===== config.mk =====
export PLATFORM = sky130hd
export DESIGN_NAME = alu_seq_top
export DESIGN_NICKNAME = d
export VERILOG_FILES = /design/src/rtl/alu_seq_top.sv
export SDC_FILE = /design/constraint.sdc
export NUM_CORES = 1
export LEC_CHECK = 0
export ABC_AREA = 1
export CAP_MARGIN = 20
export CELL_PAD_IN_SITES_DETAIL_PLACEMENT = 1
export CELL_PAD_IN_SITES_GLOBAL_PLACEMENT = 2
export CORE_ASPECT_RATIO = 2
export CORE_MARGIN = 8
export CORE_UTILIZATION = 30
export DETAILED_ROUTE_END_ITERATION = 7
export HOLD_SLACK_MARGIN = 0.05
export PLACE_DENSITY = 0.73
export SLEW_MARGIN = 40
export SYNTH_ARGS = -nofsm -noshare
export SYNTH_HDL_FRONTEND = slang
export SYNTH_SLANG_ARGS = --single-unit

===== constraint.sdc =====
create_clock -name clk -period 3.6 [get_ports clk]
set_input_delay 0.72 -clock clk [delete_from_list [all_inputs] [get_ports clk]]
set_output_delay 0.72 -clock clk [all_outputs]
set_load 0.005 [all_outputs]

===== src/rtl/alu_seq_top.sv =====
`default_nettype none
// ============================================================================
// Module : alu_seq_top
// Brief  : Valid/ready signed ALU; single-cycle ops plus a WIDTH-cycle
//          restoring divider, status flags, optional saturation/arith shift.
// Rev    : 1.0  initial release
// ============================================================================
module alu_seq_top #(
  parameter int WIDTH       = 16,
  parameter bit SATURATE    = 1'b0,
  parameter bit SHIFT_ARITH = 1'b0
) (
  input  logic               clk,
  input  logic               rst,
  input  logic               in_valid,
  output logic               in_ready,
  input  logic [WIDTH-1:0]   a,
  input  logic [WIDTH-1:0]   b,
  input  logic [3:0]         alu_func,
  output logic               out_valid,
  input  logic               out_ready,
  output logic [2*WIDTH-1:0] result,
  output logic [WIDTH-1:0]   remainder,
  output logic               arith_flag,
  output logic               logic_flag,
  output logic               cmp_flag,
  output logic               shift_flag,
  output logic               carry_out,
  output logic               overflow,
  output logic               div_by_zero,
  output logic               zero
);

  localparam logic [3:0] c_OP_ADD  = 4'b0000;
  localparam logic [3:0] c_OP_SUB  = 4'b0001;
  localparam logic [3:0] c_OP_MUL  = 4'b0010;
  localparam logic [3:0] c_OP_DIV  = 4'b0011;
  localparam logic [3:0] c_OP_AND  = 4'b0100;
  localparam logic [3:0] c_OP_OR   = 4'b0101;
  localparam logic [3:0] c_OP_NAND = 4'b0110;
  localparam logic [3:0] c_OP_NOR  = 4'b0111;
  localparam logic [3:0] c_OP_NOP  = 4'b1000;
  localparam logic [3:0] c_OP_EQ   = 4'b1001;
  localparam logic [3:0] c_OP_GT   = 4'b1010;
  localparam logic [3:0] c_OP_LT   = 4'b1011;
  localparam logic [3:0] c_OP_ASR  = 4'b1100;
  localparam logic [3:0] c_OP_ASL  = 4'b1101;
  localparam logic [3:0] c_OP_BSR  = 4'b1110;
  localparam logic [3:0] c_OP_BSL  = 4'b1111;

  localparam logic [3:0] c_CLS_ARITH = 4'b1000;
  localparam logic [3:0] c_CLS_LOGIC = 4'b0100;
  localparam logic [3:0] c_CLS_CMP   = 4'b0010;
  localparam logic [3:0] c_CLS_SHIFT = 4'b0001;

  localparam int                 c_CNT_W    = (WIDTH > 1) ? $clog2(WIDTH) : 1;
  localparam logic [c_CNT_W-1:0] c_CNT_LAST = c_CNT_W'(WIDTH - 1);

  typedef enum logic [0:0] {
    S_IDLE = 1'b0,
    S_DIV  = 1'b1
  } state_t;

  function automatic logic [2*WIDTH-1:0] f_sext_w(input logic [WIDTH-1:0] x);
    return {{WIDTH{x[WIDTH-1]}}, x};
  endfunction

  function automatic logic [2*WIDTH-1:0] f_sext_w1(input logic [WIDTH:0] x);
    return {{(WIDTH-1){x[WIDTH]}}, x};
  endfunction

  function automatic logic [2*WIDTH-1:0] f_zext_w(input logic [WIDTH-1:0] x);
    return {{WIDTH{1'b0}}, x};
  endfunction

  function automatic logic [2*WIDTH-1:0] f_zext_w1(input logic [WIDTH:0] x);
    return {{(WIDTH-1){1'b0}}, x};
  endfunction

  state_t               r_state;
  logic                 r_out_valid;
  logic [2*WIDTH-1:0]   r_result;
  logic [WIDTH-1:0]     r_remainder;
  logic [3:0]           r_cls;
  logic                 r_carry;
  logic                 r_ovf;
  logic                 r_dbz;
  logic                 r_zero;

  logic [c_CNT_W-1:0]   r_div_cnt;
  logic [WIDTH-1:0]     r_div_rem;
  logic [WIDTH-1:0]     r_div_q;
  logic [WIDTH-1:0]     r_div_d;
  logic                 r_neg_q;
  logic                 r_neg_r;

  logic                 w_accept;
  logic                 w_div_start;
  logic [WIDTH:0]       w_a_ext;
  logic [WIDTH:0]       w_b_ext;
  logic [WIDTH:0]       w_sum;
  logic [WIDTH:0]       w_dif;
  logic [2*WIDTH-1:0]   w_prod;
  logic                 w_prod_fits;
  logic [WIDTH-1:0]     w_shx;
  logic [WIDTH:0]       w_shl;
  logic [WIDTH:0]       w_shr;
  logic [WIDTH-1:0]     w_a_mag;
  logic [WIDTH-1:0]     w_b_mag;

  logic [WIDTH:0]       w_rem_sh;
  logic [WIDTH:0]       w_rem_try;
  logic                 w_q_bit;
  logic [WIDTH-1:0]     w_rem_nx;
  logic [WIDTH-1:0]     w_q_nx;
  logic [WIDTH:0]       w_div_q_s;
  logic [WIDTH-1:0]     w_div_r;

  logic [2*WIDTH-1:0]   w_res;
  logic [WIDTH-1:0]     w_rem;
  logic [3:0]           w_cls;
  logic                 w_carry;
  logic                 w_ovf;
  logic                 w_dbz;

  assign in_ready    = (r_state == S_IDLE) && (!r_out_valid || out_ready);
  assign w_accept    = in_valid && in_ready;
  assign w_div_start = (alu_func == c_OP_DIV) && (|b);

  assign w_a_ext = {a[WIDTH-1], a};
  assign w_b_ext = {b[WIDTH-1], b};
  assign w_sum   = w_a_ext + w_b_ext;
  assign w_dif   = w_a_ext - w_b_ext;

  assign w_prod      = $signed(f_sext_w(a)) * $signed(f_sext_w(b));
  assign w_prod_fits = (&w_prod[2*WIDTH-1:WIDTH-1]) || !(|w_prod[2*WIDTH-1:WIDTH-1]);

  assign w_shx = alu_func[1] ? b : a;
  assign w_shl = {w_shx, 1'b0};
  assign w_shr = SHIFT_ARITH ? {w_shx[WIDTH-1], w_shx[WIDTH-1], w_shx[WIDTH-1:1]}
                             : {2'b00, w_shx[WIDTH-1:1]};

  // Magnitudes are unsigned, so -2^(WIDTH-1) maps cleanly to 2^(WIDTH-1).
  assign w_a_mag = a[WIDTH-1] ? (-a) : a;
  assign w_b_mag = b[WIDTH-1] ? (-b) : b;

  // One restoring step: shift in the next dividend bit, keep the trial
  // difference only when it did not borrow.
  assign w_rem_sh  = {r_div_rem, r_div_q[WIDTH-1]};
  assign w_rem_try = w_rem_sh - {1'b0, r_div_d};
  assign w_q_bit   = !w_rem_try[WIDTH];
  assign w_rem_nx  = w_q_bit ? w_rem_try[WIDTH-1:0] : w_rem_sh[WIDTH-1:0];
  assign w_q_nx    = {r_div_q[WIDTH-2:0], w_q_bit};
  assign w_div_q_s = r_neg_q ? (-{1'b0, w_q_nx}) : {1'b0, w_q_nx};
  assign w_div_r   = r_neg_r ? (-w_rem_nx) : w_rem_nx;

  always_comb begin
    w_res   = '0;
    w_rem   = '0;
    w_cls   = 4'b0000;
    w_carry = 1'b0;
    w_ovf   = 1'b0;
    w_dbz   = 1'b0;
    case (alu_func)
      // Unsigned carry-out recovered from the sign-extended sum and operand signs.
      c_OP_ADD: begin
        w_cls   = c_CLS_ARITH;
        w_carry = w_sum[WIDTH] ^ a[WIDTH-1] ^ b[WIDTH-1];
        w_ovf   = w_sum[WIDTH] ^ w_sum[WIDTH-1];
        if (SATURATE && w_ovf)
          w_res = f_sext_w(w_sum[WIDTH] ? {1'b1, {(WIDTH-1){1'b0}}} : {1'b0, {(WIDTH-1){1'b1}}});
        else
          w_res = f_sext_w1(w_sum);
      end
      c_OP_SUB: begin
        w_cls   = c_CLS_ARITH;
        w_carry = w_dif[WIDTH] ^ a[WIDTH-1] ^ ~b[WIDTH-1];
        w_ovf   = w_dif[WIDTH] ^ w_dif[WIDTH-1];
        if (SATURATE && w_ovf)
          w_res = f_sext_w(w_dif[WIDTH] ? {1'b1, {(WIDTH-1){1'b0}}} : {1'b0, {(WIDTH-1){1'b1}}});
        else
          w_res = f_sext_w1(w_dif);
      end
      c_OP_MUL: begin
        w_cls = c_CLS_ARITH;
        w_ovf = !w_prod_fits;
        w_res = w_prod;
      end
      c_OP_DIV: begin
        w_cls = c_CLS_ARITH;
        w_dbz = 1'b1;
        w_rem = a;
      end
      c_OP_AND: begin
        w_cls = c_CLS_LOGIC;
        w_res = f_zext_w(a & b);
      end
      c_OP_OR: begin
        w_cls = c_CLS_LOGIC;
        w_res = f_zext_w(a | b);
      end
      c_OP_NAND: begin
        w_cls = c_CLS_LOGIC;
        w_res = f_zext_w(~(a & b));
      end
      c_OP_NOR: begin
        w_cls = c_CLS_LOGIC;
        w_res = f_zext_w(~(a | b));
      end
      c_OP_NOP: w_cls = c_CLS_CMP;
      c_OP_EQ: begin
        w_cls = c_CLS_CMP;
        w_res = {{(2*WIDTH-2){1'b0}}, (a == b) ? 2'd1 : 2'd0};
      end
      c_OP_GT: begin
        w_cls = c_CLS_CMP;
        w_res = {{(2*WIDTH-2){1'b0}}, ($signed(a) > $signed(b)) ? 2'd2 : 2'd0};
      end
      c_OP_LT: begin
        w_cls = c_CLS_CMP;
        w_res = {{(2*WIDTH-2){1'b0}}, ($signed(a) < $signed(b)) ? 2'd3 : 2'd0};
      end
      c_OP_ASR, c_OP_ASL, c_OP_BSR, c_OP_BSL: begin
        w_cls = c_CLS_SHIFT;
        w_res = f_zext_w1(alu_func[0] ? w_shl : w_shr);
      end
      default: w_cls = 4'b0000;
    endcase
  end

  always_ff @(posedge clk or negedge rst) begin
    if (!rst) begin
      r_state     <= S_IDLE;
      r_out_valid <= 1'b0;
      r_result    <= '0;
      r_remainder <= '0;
      r_cls       <= '0;
      r_carry     <= 1'b0;
      r_ovf       <= 1'b0;
      r_dbz       <= 1'b0;
      r_zero      <= 1'b0;
      r_div_cnt   <= '0;
      r_div_rem   <= '0;
      r_div_q     <= '0;
      r_div_d     <= '0;
      r_neg_q     <= 1'b0;
      r_neg_r     <= 1'b0;
    end else begin
      if (r_out_valid && out_ready)
        r_out_valid <= 1'b0;
      case (r_state)
        S_IDLE: begin
          if (w_accept) begin
            if (w_div_start) begin
              r_state   <= S_DIV;
              r_div_cnt <= '0;
              r_div_rem <= '0;
              r_div_q   <= w_a_mag;
              r_div_d   <= w_b_mag;
              r_neg_q   <= a[WIDTH-1] ^ b[WIDTH-1];
              r_neg_r   <= a[WIDTH-1];
            end else begin
              r_out_valid <= 1'b1;
              r_result    <= w_res;
              r_remainder <= w_rem;
              r_cls       <= w_cls;
              r_carry     <= w_carry;
              r_ovf       <= w_ovf;
              r_dbz       <= w_dbz;
              r_zero      <= (w_res == '0);
            end
          end
        end
        S_DIV: begin
          r_div_rem <= w_rem_nx;
          r_div_q   <= w_q_nx;
          r_div_cnt <= r_div_cnt + c_CNT_W'(1);
          // Last quotient bit is folded straight into the output registers.
          if (r_div_cnt == c_CNT_LAST) begin
            r_state     <= S_IDLE;
            r_div_cnt   <= '0;
            r_out_valid <= 1'b1;
            r_result    <= f_sext_w1(w_div_q_s);
            r_remainder <= w_div_r;
            r_cls       <= c_CLS_ARITH;
            r_carry     <= 1'b0;
            r_ovf       <= w_div_q_s[WIDTH] ^ w_div_q_s[WIDTH-1];
            r_dbz       <= 1'b0;
            r_zero      <= (w_div_q_s == '0);
          end
        end
        default: r_state <= S_IDLE;
      endcase
    end
  end

  assign out_valid   = r_out_valid;
  assign result      = r_result;
  assign remainder   = r_remainder;
  assign arith_flag  = r_cls[3];
  assign logic_flag  = r_cls[2];
  assign cmp_flag    = r_cls[1];
  assign shift_flag  = r_cls[0];
  assign carry_out   = r_carry;
  assign overflow    = r_ovf;
  assign div_by_zero = r_dbz;
  assign zero        = r_zero;

endmodule
`default_nettype wire


==> qor.txt <==
Critical R2R Capture = zero
Synth unique cells = 50
Worst-path clk slew = 0.10 ns
NumNets Final = 4468
Synth Net Count = 3759
WP buf/inv = 8
Worst Setup Slack, final = -2.62 ns
Die width = 208 um
RSZ-0062 raised after global routing = yes
Status = finished, violations left
Hold crit path type = in -> async
Die area = 0.0831 mm2
Syn Std Cell Area = 0.0221 mm2
Commonest non-fill, non-tap cell in the layout = nand2_1
GR met3 Demand/Resource = 0.0287
Total Wirelength = 107 mm
Main flop type after synthesis = dfrtp_1
Synth Area per Inst = 6.70 um2
Starting Density = 0.301
Delay-heaviest family, CP = adder cells
Design area = 0.0331 mm2
Max incr delay on CP = 0.62 ns
WL per Instance = 21.6 um
Final setup violation count = 44
Port Buf Inserts = 97
Clock sinks = 112
Starting DRT DRC Count = 1240
Synth async-reset ratio = 1.00
Worst R2R Setup Slack = -0.15 ns
Row cnt = 141
Max-cap violation count = 0
Routability Congestion = 0.966
Number of global-route vias before repair = 26.6k
Routed Antenna Nets = 0
Fmax = 0.161 GHz
Number of vias per cell = 4.91
GR Util met1 = 0.313
Post-synthesis sequential area ratio = 0.127
Drt drc = 0
Fillers = 9012
Reg-to-reg critical path startpoint = r_div_q[15]
Core area = 0.0734 mm2
Cell mode on critical path = nand2_1
Hpwl dp = 86.2 mm
CP Capture Type = flip-flop
Critical path launch point type = primary input
GR peak layer = met2
Reg2reg path depth = 32
Synth Instances = 3301
Layout Utilization = 0.451
Max Root-Sink Buffers = 2
Root Buffer Master = clkbuf_16
CTS tree = done
Cell Count Post-Placement = 4774
Sequential Area = 0.00280 mm2
DP Area = 0.0291 mm2
Period utilization = 1.73
Pre-CTS WS = -3.70 ns
Routed vias = 24.3k
Post-synth EDFFs = 0
Layout Cells excl Fill = 4945
Number of antenna violations at the first check in global routing = 1
Failing checks = negative setup slack
Skew-Pair Late Insertion Delay = 0.42 ns
Num CTS Buffers = 9
Slowest CP cell = fa_2
Area grow syn2layout = 49.8%
Flops & latches, synth = 112
Largest net degree at the start of global routing = 60
Chip Height = 400 um
Commonest non-fill, non-tap cells in the layout = nand2_1, inv_1, buf_4
Fraction of final layout cells sized beyond drive strength 1 = 0.337
Multi-input logic area = 0.0184 mm2
I/O pins = 98
Tmin final = 6.22 ns
CP max FO = 8
H-Tree Depth = 3
Grt total ovfl = 0
Critical path class = in -> reg
Worst Max-Slew Pin Slew = 1.15 ns
CP arrival = 6.58 ns
First drt pass iteration count = 5
Clk_skew = 0.0204 ns
CP Data Required Time = 3.96 ns
Slew Limit Fails = 0
First-pass GRT wire length = 161 mm
Final hold violation count = 0
Rel. slew slack = 0.234
Synth warn = 0
GRT met2 Usage = 0.446
GRT Util Overall = 0.254
==> what timing repair did <==
action / 4_1_cts / 5_1_grt
pin swaps: 246 / 202
setup endpoints to repair: 101 / 67
setup buffers: 103 / 61
hold buffers: 0 / 0
gates resized for setup: 504 / 300
gates cloned: 6 / 4
==> through the flow <==
stage	TNS [ns]	hold slack, ns
after detailed placement	-137.99	0.483
after global placement	-131.15	0.471
after global routing	-71.15	0.323
after floorplan	-52.87	0.424
after CTS	-63.07	0.295
final	-63.03	0.296
==> cell type report <==
| type | count | share of cell area |
|---|---|---|
| multi-input combinational | 2334 | 0.555 |
| timing repair buffer | 827 | 0.234 |
| sequential | 112 | 0.0846 |
| inverter | 726 | 0.0835 |
| tap | 929 | 0.0351 |
| clock buffer | 11 | 0.00703 |
| clock inverter | 5 | 0.00159 |
| antenna | 1 | 0.0000756 |
==> worst max path at each step <==
stage,from,cells past startpoint,slack (ns),end
3_5_place_dp,a[15],31,-3.70,zero
5_1_grt,a[15],33,-2.92,zero
4_1_cts,a[15],32,-2.64,zero
6_report,a[15],33,-2.62,zero
2_1_floorplan,a[15],31,-2.53,overflow
3_3_place_gp,a[15],30,-3.66,overflow
==> state kept, by name, indices dropped and copies added, names as in the netlist, 4 cells and up <==
name       cells
r_cls          4
r_div_cnt      4
r_div_d       16
r_div_q       16
r_div_rem     16
remainder     16
result        32
==> metal layers <==
metal	share of wire	up-vias
li1	-	11500
met1	0.42	12100
met2	0.50	519
met3	0.037	176
met4	0.047	0
met5	0	-
==> cells in the mapped netlist (9+ instances only) <==
library cell	instances	area (um2)
nand2_1	949	3560
and2_1	9	56.3
o221ai_1	19	166
nand3b_1	15	113
fa_1	265	5310
nand2_2	12	75.1
dfrtp_1	112	2800
ha_1	153	1910
buf_1	20	75.1
nand3_1	173	866
xor2_1	47	412
inv_1	719	2700
clkbuf_1	82	308
o21ai_2	10	87.6
nor2_1	226	848
o21ai_0	132	661
xnor2_1	12	105
a21oi_1	117	586
nor3_1	32	160
o21ai_1	11	55.1
buf_2	22	110
nand4_1	46	288
o211ai_1	27	203
o22ai_1	17	106
or2_2	14	87.6
==> cell families after synthesis <==
group           synth area share
compound gates            0.0946
xor+xnor                  0.0234
fa+ha+maj                  0.327
buf+inv                    0.148
flops                      0.127
simple gates               0.281
Power is left out: the tool's default activity adds up to more than one toggle a clock period on the data nets, which glitch-free logic cannot reach.
